===== config.mk =====
export PLATFORM = sky130hd
export DESIGN_NAME = uart_tx_framer
export DESIGN_NICKNAME = d
export VERILOG_FILES = /design/src/rtl/uart_tx_framer.sv
export SDC_FILE = /design/constraint.sdc
export NUM_CORES = 1
export LEC_CHECK = 0
export ABC_AREA = 1
export BUFFER_PORTS_ARGS = -buffer_cell sky130_fd_sc_hd__buf_2
export CORE_MARGIN = 4
export CORE_UTILIZATION = 59
export CTS_BUF_LIST = sky130_fd_sc_hd__clkbuf_4
export DETAILED_ROUTE_END_ITERATION = 7
export GPL_TIMING_DRIVEN = 0
export PLACE_DENSITY = 0.8
export SYNTH_ARGS = -nofsm -noshare
export SYNTH_HDL_FRONTEND = slang
export SYNTH_SLANG_ARGS = --single-unit

===== constraint.sdc =====
create_clock -name clk_sis -period 1.55 [get_ports clk_sis]
set_input_delay 0.2325 -clock clk_sis [delete_from_list [all_inputs] [get_ports clk_sis]]
set_output_delay 0.2325 -clock clk_sis [all_outputs]
set_load 0.02 [all_outputs]

===== src/rtl/uart_tx_framer.sv =====
// uart_tx_framer: UART serial transmit stage.
// Accepts bytes through a valid/ready handshake into a one-entry holding buffer.
// Each byte is framed as one start bit, eight data bits sent LSB first, an
// optional parity bit, and STOP_BITS stop bits. The bit period is
// CLKS_PER_BIT cycles of clk_sis.
//
// Ports:
//   clk_sis    in   system clock; all logic on its rising edge
//   rst        in   synchronous, active-high reset
//   data_in    in   [7:0] byte to send; sampled only on the accept edge
//   data_valid in   producer has a byte on data_in
//   data_ready out  holding buffer empty; byte accepted on data_valid & data_ready
//   tx         out  serial line; idle high
//   busy       out  a frame is on the line (start through last stop cycle)
//   done       out  one-cycle pulse on the last cycle of the final stop bit
//
// Build option: define UART_PARITY_EN to insert a parity bit after the data
// bits. PARITY_ODD selects odd parity (1) or even parity (0).
//
// All outputs are registered from the current FSM state, so the line lags
// the state register by one cycle. A byte accepted at edge N is loaded at
// N+1, and tx falls at N+2.

module uart_tx_framer #(
    parameter int unsigned CLKS_PER_BIT = 4,
    parameter int unsigned STOP_BITS    = 1,
    parameter bit          PARITY_ODD   = 1'b0
) (
    input  logic       clk_sis,
    input  logic       rst,
    input  logic [7:0] data_in,
    input  logic       data_valid,
    output logic       data_ready,
    output logic       tx,
    output logic       busy,
    output logic       done
);

    localparam int unsigned CW = $clog2(CLKS_PER_BIT);

    localparam logic [2:0] S_IDLE   = 3'd0;
    localparam logic [2:0] S_START  = 3'd1;
    localparam logic [2:0] S_DATA   = 3'd2;
    localparam logic [2:0] S_STOP   = 3'd4;
`ifdef UART_PARITY_EN
    localparam logic [2:0] S_PARITY = 3'd3;
    localparam logic [2:0] DATA_NEXT = S_PARITY;
`else
    // Without the parity slot, PARITY_ODD has no effect on the frame.
    localparam logic [2:0] DATA_NEXT = PARITY_ODD ? S_STOP : S_STOP;
`endif

    logic [2:0]    state;
    logic [CW-1:0] baud_cnt;
    logic [2:0]    bit_cnt;
    logic [7:0]    shift;
    logic [7:0]    buf_data;
    logic          buf_full;
`ifdef UART_PARITY_EN
    logic          par_bit;
`endif

    logic accept;
    logic bit_end;
    logic stop_end;
    logic load;
    logic buf_full_nxt;

    always_comb begin
        accept   = data_valid && data_ready;
        bit_end  = (baud_cnt == CW'(CLKS_PER_BIT - 1));
        stop_end = (state == S_STOP) && bit_end && (bit_cnt == 3'(STOP_BITS - 1));
        // The buffer drains from IDLE, or straight out of the final stop cycle
        // so that back-to-back frames have no idle gap.
        load     = buf_full && ((state == S_IDLE) || stop_end);
        // accept and load are exclusive: accept needs an empty buffer and load
        // needs a full one.
        buf_full_nxt = buf_full;
        if (load) begin
            buf_full_nxt = 1'b0;
        end
        if (accept) begin
            buf_full_nxt = 1'b1;
        end
    end

    always_ff @(posedge clk_sis) begin
        if (rst) begin
            state      <= S_IDLE;
            baud_cnt   <= '0;
            bit_cnt    <= '0;
            shift      <= '0;
            buf_data   <= '0;
            buf_full   <= 1'b0;
`ifdef UART_PARITY_EN
            par_bit    <= 1'b0;
`endif
            data_ready <= 1'b1;
            tx         <= 1'b1;
            busy       <= 1'b0;
            done       <= 1'b0;
        end else begin
            buf_full   <= buf_full_nxt;
            data_ready <= !buf_full_nxt;
            busy       <= (state != S_IDLE);
            done       <= stop_end;

            case (state)
                S_START:  tx <= 1'b0;
                S_DATA:   tx <= shift[0];
`ifdef UART_PARITY_EN
                S_PARITY: tx <= par_bit;
`endif
                default:  tx <= 1'b1;
            endcase

            if (accept) begin
                buf_data <= data_in;
            end

            case (state)
                S_IDLE: begin
                    baud_cnt <= '0;
                    bit_cnt  <= '0;
                    if (buf_full) begin
                        state <= S_START;
                    end
                end
                S_START: begin
                    if (bit_end) begin
                        baud_cnt <= '0;
                        bit_cnt  <= '0;
                        state    <= S_DATA;
                    end else begin
                        baud_cnt <= baud_cnt + 1'b1;
                    end
                end
                S_DATA: begin
                    if (bit_end) begin
                        baud_cnt <= '0;
                        shift    <= shift >> 1;
                        if (bit_cnt == 3'd7) begin
                            bit_cnt <= '0;
                            state   <= DATA_NEXT;
                        end else begin
                            bit_cnt <= bit_cnt + 1'b1;
                        end
                    end else begin
                        baud_cnt <= baud_cnt + 1'b1;
                    end
                end
`ifdef UART_PARITY_EN
                S_PARITY: begin
                    if (bit_end) begin
                        baud_cnt <= '0;
                        bit_cnt  <= '0;
                        state    <= S_STOP;
                    end else begin
                        baud_cnt <= baud_cnt + 1'b1;
                    end
                end
`endif
                S_STOP: begin
                    if (bit_end) begin
                        baud_cnt <= '0;
                        if (stop_end) begin
                            bit_cnt <= '0;
                            state   <= buf_full ? S_START : S_IDLE;
                        end else begin
                            bit_cnt <= bit_cnt + 1'b1;
                        end
                    end else begin
                        baud_cnt <= baud_cnt + 1'b1;
                    end
                end
                default: begin
                    state <= S_IDLE;
                end
            endcase

            if (load) begin
                shift <= buf_data;
`ifdef UART_PARITY_EN
                par_bit <= (^buf_data) ^ PARITY_ODD;
`endif
            end
        end
    end

endmodule

# Word-level counts from Yosys, hierarchy flattened
# Cells that the tools add are included.
[word_totals]
ff_bits = 29
input_bits = 11
output_inout_bits = 4
word_cells = 62
[op_classes]
addsub = 2
reduce_logical = 17
n_mux = 22
n_eq_ne = 11
[ops]
columns = ["cell", "count"]
rows = [
  ["$mux W3", 11],
  ["$mux W8", 3],
  ["$pmux W3 S4", 2],
  ["$ne A2 B2 Y1 const B", 6],
  ["$eq A3 B3 Y1 const B", 2],
  ["$logic_not A3 Y1", 2],
  ["$reduce_and A6 Y1", 1],
  ["$reduce_bool A2 Y1", 3],
  ["$logic_and A1 B1 Y1", 4],
  ["$pmux W2 S2", 1],
  ["$reduce_and A4 Y1", 1],
  ["$reduce_bool A4 Y1", 1],
  ["$add A3 B1 Y3 const B", 1],
  ["$eq A3 B1 Y1 const B", 1],
  ["$eq A3 B2 Y1 const B", 1],
  ["$mux W1", 3],
  ["$reduce_bool A3 Y1", 1],
  ["$reduce_or A3 Y1", 1],
  ["$add A2 B1 Y2 const B", 1],
  ["$eq A2 B2 Y1 const B", 1],
  ["$mux W2", 1],
  ["$pmux W1 S2", 1],
  ["$reduce_and A2 Y1", 1],
  ["$logic_not A1 Y1", 1],
  ["$logic_or A1 B1 Y1", 1],
]

# Longest topological paths before layout
[logic_depth]
word_depth = 8
depth_mapped = 9
ltp_nobuf = 9

# Worst setup path before layout
# No wires, ideal clock.
[synth_timing]
kind = "register -> register"
start = "register bit_cnt[0]"
end = "register shift[6]"
n_path_buf = 1
arrival_ps = 1361
synth_period_minus_slack_ps = 1427
setup_time_ps = 66
path_stages_with_launch = 10
slack_ps = 123
required_time_ps = 1484
path_cell_list = "dfxtp_1 -> inv_1 -> ha_1 -> nand3_1 -> a21oi_4 -> nand2_4 -> buf_6 -> nand2_1 -> nand2_1 -> a21oi_2"
[synth_between]
elab_chain_cells = 6
elab_cells_between_ends = 8
classes_between = "1 x mux; 7 x reduce/logical"
[synth_rtl]
columns = ["element", "line_no", "source"]
rows = [
  ["start: declaration", "55", "logic [2:0] bit_cnt;"],
  ["start signal: assignment", "146", "bit_cnt <= bit_cnt + 1'b1;"],
  ["start signal: assignment", "170", "bit_cnt <= bit_cnt + 1'b1;"],
  ["$logic_not A3 Y1 *", "72", "stop_end = (state == S_STOP) && bit_end && (bit_cnt == 3'(STOP_BITS - 1));"],
  ["$logic_and A1 B1 Y1 *", "72", ""],
  ["$logic_or A1 B1 Y1 *", "75", "load = buf_full && ((state == S_IDLE) || stop_end);"],
  ["$logic_and A1 B1 Y1 *", "75", ""],
  ["$reduce_bool A2 Y1 (no line)", "--", ""],
  ["$reduce_and A2 Y1 (no line)", "--", ""],
  ["end signal: assignment", "141", "shift <= shift >> 1;"],
  ["end signal: assignment", "182", "shift <= buf_data;"],
  ["end: declaration", "56", "logic [7:0] shift;"],
]
# Every way passes the cells marked *; elsewhere a longest branch is shown, timed or not.
# A chain may end at the register's enable or synchronous reset.

# Final worst setup path
# Same ends and word-level chain as after synthesis.

==> reports/metrics.csv <==
stage;metric;value;unit
sta;Min Hold Slack;121;ps
global_routing;GRT overflow;0;
finish;Non-Filler Instances;239;
synthesis;synth unique cells;21;
worst_setup_path;nature of the critical path endpoint;flop;
worst_setup_path;Crit Path Max Fanout;10;
synthesis;Yosys Warn Count;0;
sta;final worst path period need;1440;ps
synthesis;synth top area cells;dfxtp_1 43%, nand2_1 12%, nand3_1 8.8%, a21oi_1 8.5%, inv_1 5.5%;
synthesis;Post-Synth Simple-Gate Area;30.8;%
floorplan;initial core utilization;61.4;%
synthesis;largest family of logic cells by synthesized area;simple AND/OR/NAND/NOR gates;
clock_network;CTS tree;done;
synthesis;Synth Instances;187;
floorplan;die area;3130;um2
floorplan;FP Rows;17;
worst_setup_path;cell mode on critical path;nand2_1;
finish;Sequential Area;583;um2
drt;Routed WL;2.85;mm
place;gp weighted congestion;0.791;
global_routing;largest net degree at the start of global routing;11;
worst_setup_path;slowest stage delay, CP;350;ps
clock_network;clock root buffer;clkbuf_4;
synthesis;post-synthesis sequential area ratio;42.7;%
synthesis;area leader, netlist;dfxtp_1;
worst_setup_path;worst reg2reg path depth;9;
worst_setup_path;Required @ worst endpoint;1830;ps
synthesis;Net Count, Synth;202;
power_and_ir_drop;Leakage;0.732;nW
worst_setup_path;reg-to-reg setup timing slack;110;ps
status;outcome;finished, final reports clean;
worst_setup_path;Reg2Reg Launch Point;bit_cnt[0]$_SDFFE_PP0P_;
worst_setup_path;cells along the critical path;inv_1 -> ha_1 -> nand3_4 -> a21oi_4 -> nand2_4 -> buf_6 -> nand2_1 -> nand2_1 -> a21oi_2;
power_and_ir_drop;power after layout;2.90;mW
synthesis;compound-gate portion of the synthesized area;14.4;%
worst_setup_path;startpoint types;flop;
drt;DR WL/cell;11.9;um
global_routing;initial antenna violation count;0;
synthesis;top cell type's share of synthesized area;42.7;%
global_routing;first-pass GRT wire length;4.86;mm
floorplan;Die Ht;56.0;um
sta;Final period util;92.9;%
finish;Layout area overhead;15.5;%
clock_network;clk sink count;29;
sta;setup_tns;0;ps
floorplan;Die W;56.0;um
power_and_ir_drop;peak supply drop;1.07;mV
finish;share of layout cells above drive strength 1;19.9;%
synthesis;Post-Synth Adder-Cell Area;3.68;%
sta;final hold violation count;0;
synthesis;mux cell area share after synthesis;0;%
clock_network;htree depth;2;
clock_network;Clock Path Buffers;2;
place;Post-DP HPWL;2.07;mm
worst_hold_path;HP Class;input pin to flop;
sta;Setup Viol. Count Final;0;
sta;Least-Margin Pin Slew;380;ps
finish;area occupied by multi-input gates;697;um2
sta;Max transition margin;74.7;%
worst_setup_path;Critical Path Source;bit_cnt[0]$_SDFFE_PP0P_;
drt;DRC;0;
finish;antenna fix cells;0;
flow_run;MaxCap Viol Count;0;
clock_network;Clock transition at path regs;100;ps
clock_network;CTS Hold Buffers Added;0;
drt;DRT Pass-1 Iters;4;
clock_network;worst skew pair latency;330;ps
synthesis;Seq cells post-synth;29;
finish;nets@finish;225;
synthesis;Avg Synthesized Cell Area;7.27;um2
finish;filler instances;203;
floorplan;Core ar.;2210;um2
place;Placed Cells;229;
worst_setup_path;Crit path arrival time;1720;ps
drt;vias per cell;5.46;
global_routing;Total Routing Usage GR;19.4;%
sta;Slew Limit Fails;0;
drt;Routed Antenna Nets;0;
global_routing;vias in the first global route;1218;
drt;via count;1304;
worst_hold_path;hold wc startpoint;rst;
place;# port buffers;14;
synthesis;Synth Area in XOR/XNOR;0;%
synthesis;synthesized area;1360;um2
sta;Max Fclk;694;MHz
sta;clock skew;5.75;ps
drt;Iteration-0 DRC Markers;28;
floorplan;I/O pin count;15;
worst_setup_path;critical path endpoint;shift[6]$_SDFFE_PP0P_;
worst_setup_path;WS Path Type;flop to flop;
worst_setup_path;Worst path slowest cell;dfxtp_2;
clock_network;CTS Buf Count;5;
worst_setup_path;worst r2r dst;shift[6]$_SDFFE_PP0P_;
power_and_ir_drop;pwr dens;1850;nW/um2
## per-stage QoR
stage / instance area (um2) / utilization, % / setup slack (ps)
after floorplan: 1360 / - / 123
after global placement: 1460 / 66.2 / -22.5
after detailed placement: 1460 / 66.2 / -81.8
after CTS: 1530 / 69.1 / 9.57
after global routing: 1570 / 70.9 / -21.4
final: 1570 / 70.9 / 110
## how the worst min path moves through the flow
stage | end | slack [ps] | cells after the start
6_report | done$_SDFF_PP0_ | 120 | 2
5_1_grt | done$_SDFF_PP0_ | 120 | 2
4_1_cts | done$_SDFF_PP0_ | 110 | 2
3_5_place_dp | buf_data[5]$_SDFFE_PP0P_ | 450 | 2
3_3_place_gp | buf_data[5]$_SDFFE_PP0P_ | 440 | 2
2_1_floorplan | done$_SDFF_PP0_ | 310 | 1
## timing repair
item / CTS / global route
pin swaps: 1 / 2
endpoints found under the setup margin: 8 / 16
gates resized for setup: 0 / 10
hold endpoints to repair: 0 / 0
setup buffers: 2 / 0
## report_power, final
part	switching (mW)	total (mW)	internal, mW
registers	0.147	1.08	0.928
logic	0.854	1.39	0.536
clock network	0.272	0.436	0.164
## routing by layer
| metal | GRT usage, % | vias up | wire length [um] |
|---|---|---|---|
| li1 | - | 655 | - |
| met1 | 20.2 | 615 | 1170 |
| met2 | 35.4 | 26 | 1500 |
| met3 | 6.96 | 8 | 126 |
| met4 | 7.12 | 0 | 49 |
| met5 | 0 | - | 0 |
## final cells by class
cell class | count | share of cell area (%)
Tap cell | 28 | 2.23
Inverter | 22 | 5.26
Timing Repair Buffer | 16 | 5.66
Sequential cell | 29 | 37.2
Multi-Input combinational cell | 131 | 44.4
Clock buffer | 5 | 2.39
Clock inverter | 3 | 0.797
Buffer | 5 | 2.07
## synth_stat cells (all sizes together)
cell type and number:
nand2 45, dfxtp 29, a21oi 25, nand3 25, inv 22, nor2 17
o21ai 11, buf 4, ha 4, nand4 2, clkbuf 1, nand3b 1
nor3 1
## worst max-delay path, delay by kind of cell, from the launching register on
| family | cells | cell delay [ps] |
|---|---|---|
| compound gates | 2 | 300 |
| flops | 1 | 350 |
| simple gates | 4 | 330 |
| fa+ha+maj | 1 | 190 |
| buf+inv | 2 | 210 |
## kinds of logic after synthesis
group	after synthesis
adder cells (fa/ha/maj)	4
buffers and inverters	27
flip-flops	29
AO/OA/AOI/OAI	36
AND/OR/NAND/NOR	91
## flip-flops by register name (all words and copies together), names as in the netlist
signal	flops
tx	1
baud_cnt	2
done	1
busy	1
shift	8
buf_data	8
buf_full	1
data_ready	1
state	3
bit_cnt	3
## cell usage in the layout (no fill, tap or decap)
master    instances
nand2_1          44
dfxtp_1          27
nand3_1          22
a21oi_1          22
inv_1            20
buf_2            16
nor2_1           13
o21ai_0          11
clkbuf_4          5
nor2_4            3
ha_1              3
inv_2             2
nand4_1           2
nand3_4           2
buf_6             2
buf_4             2
a21oi_2           2
dfxtp_2           2
clkinv_1          2
nand3_2           1
a21oi_4           1
nand2_4           1
clkbuf_1          1
nor3_1            1
nand3b_1          1
nor2_2            1
ha_2              1
clkinv_2          1
(Power assumes the default switching activity.)
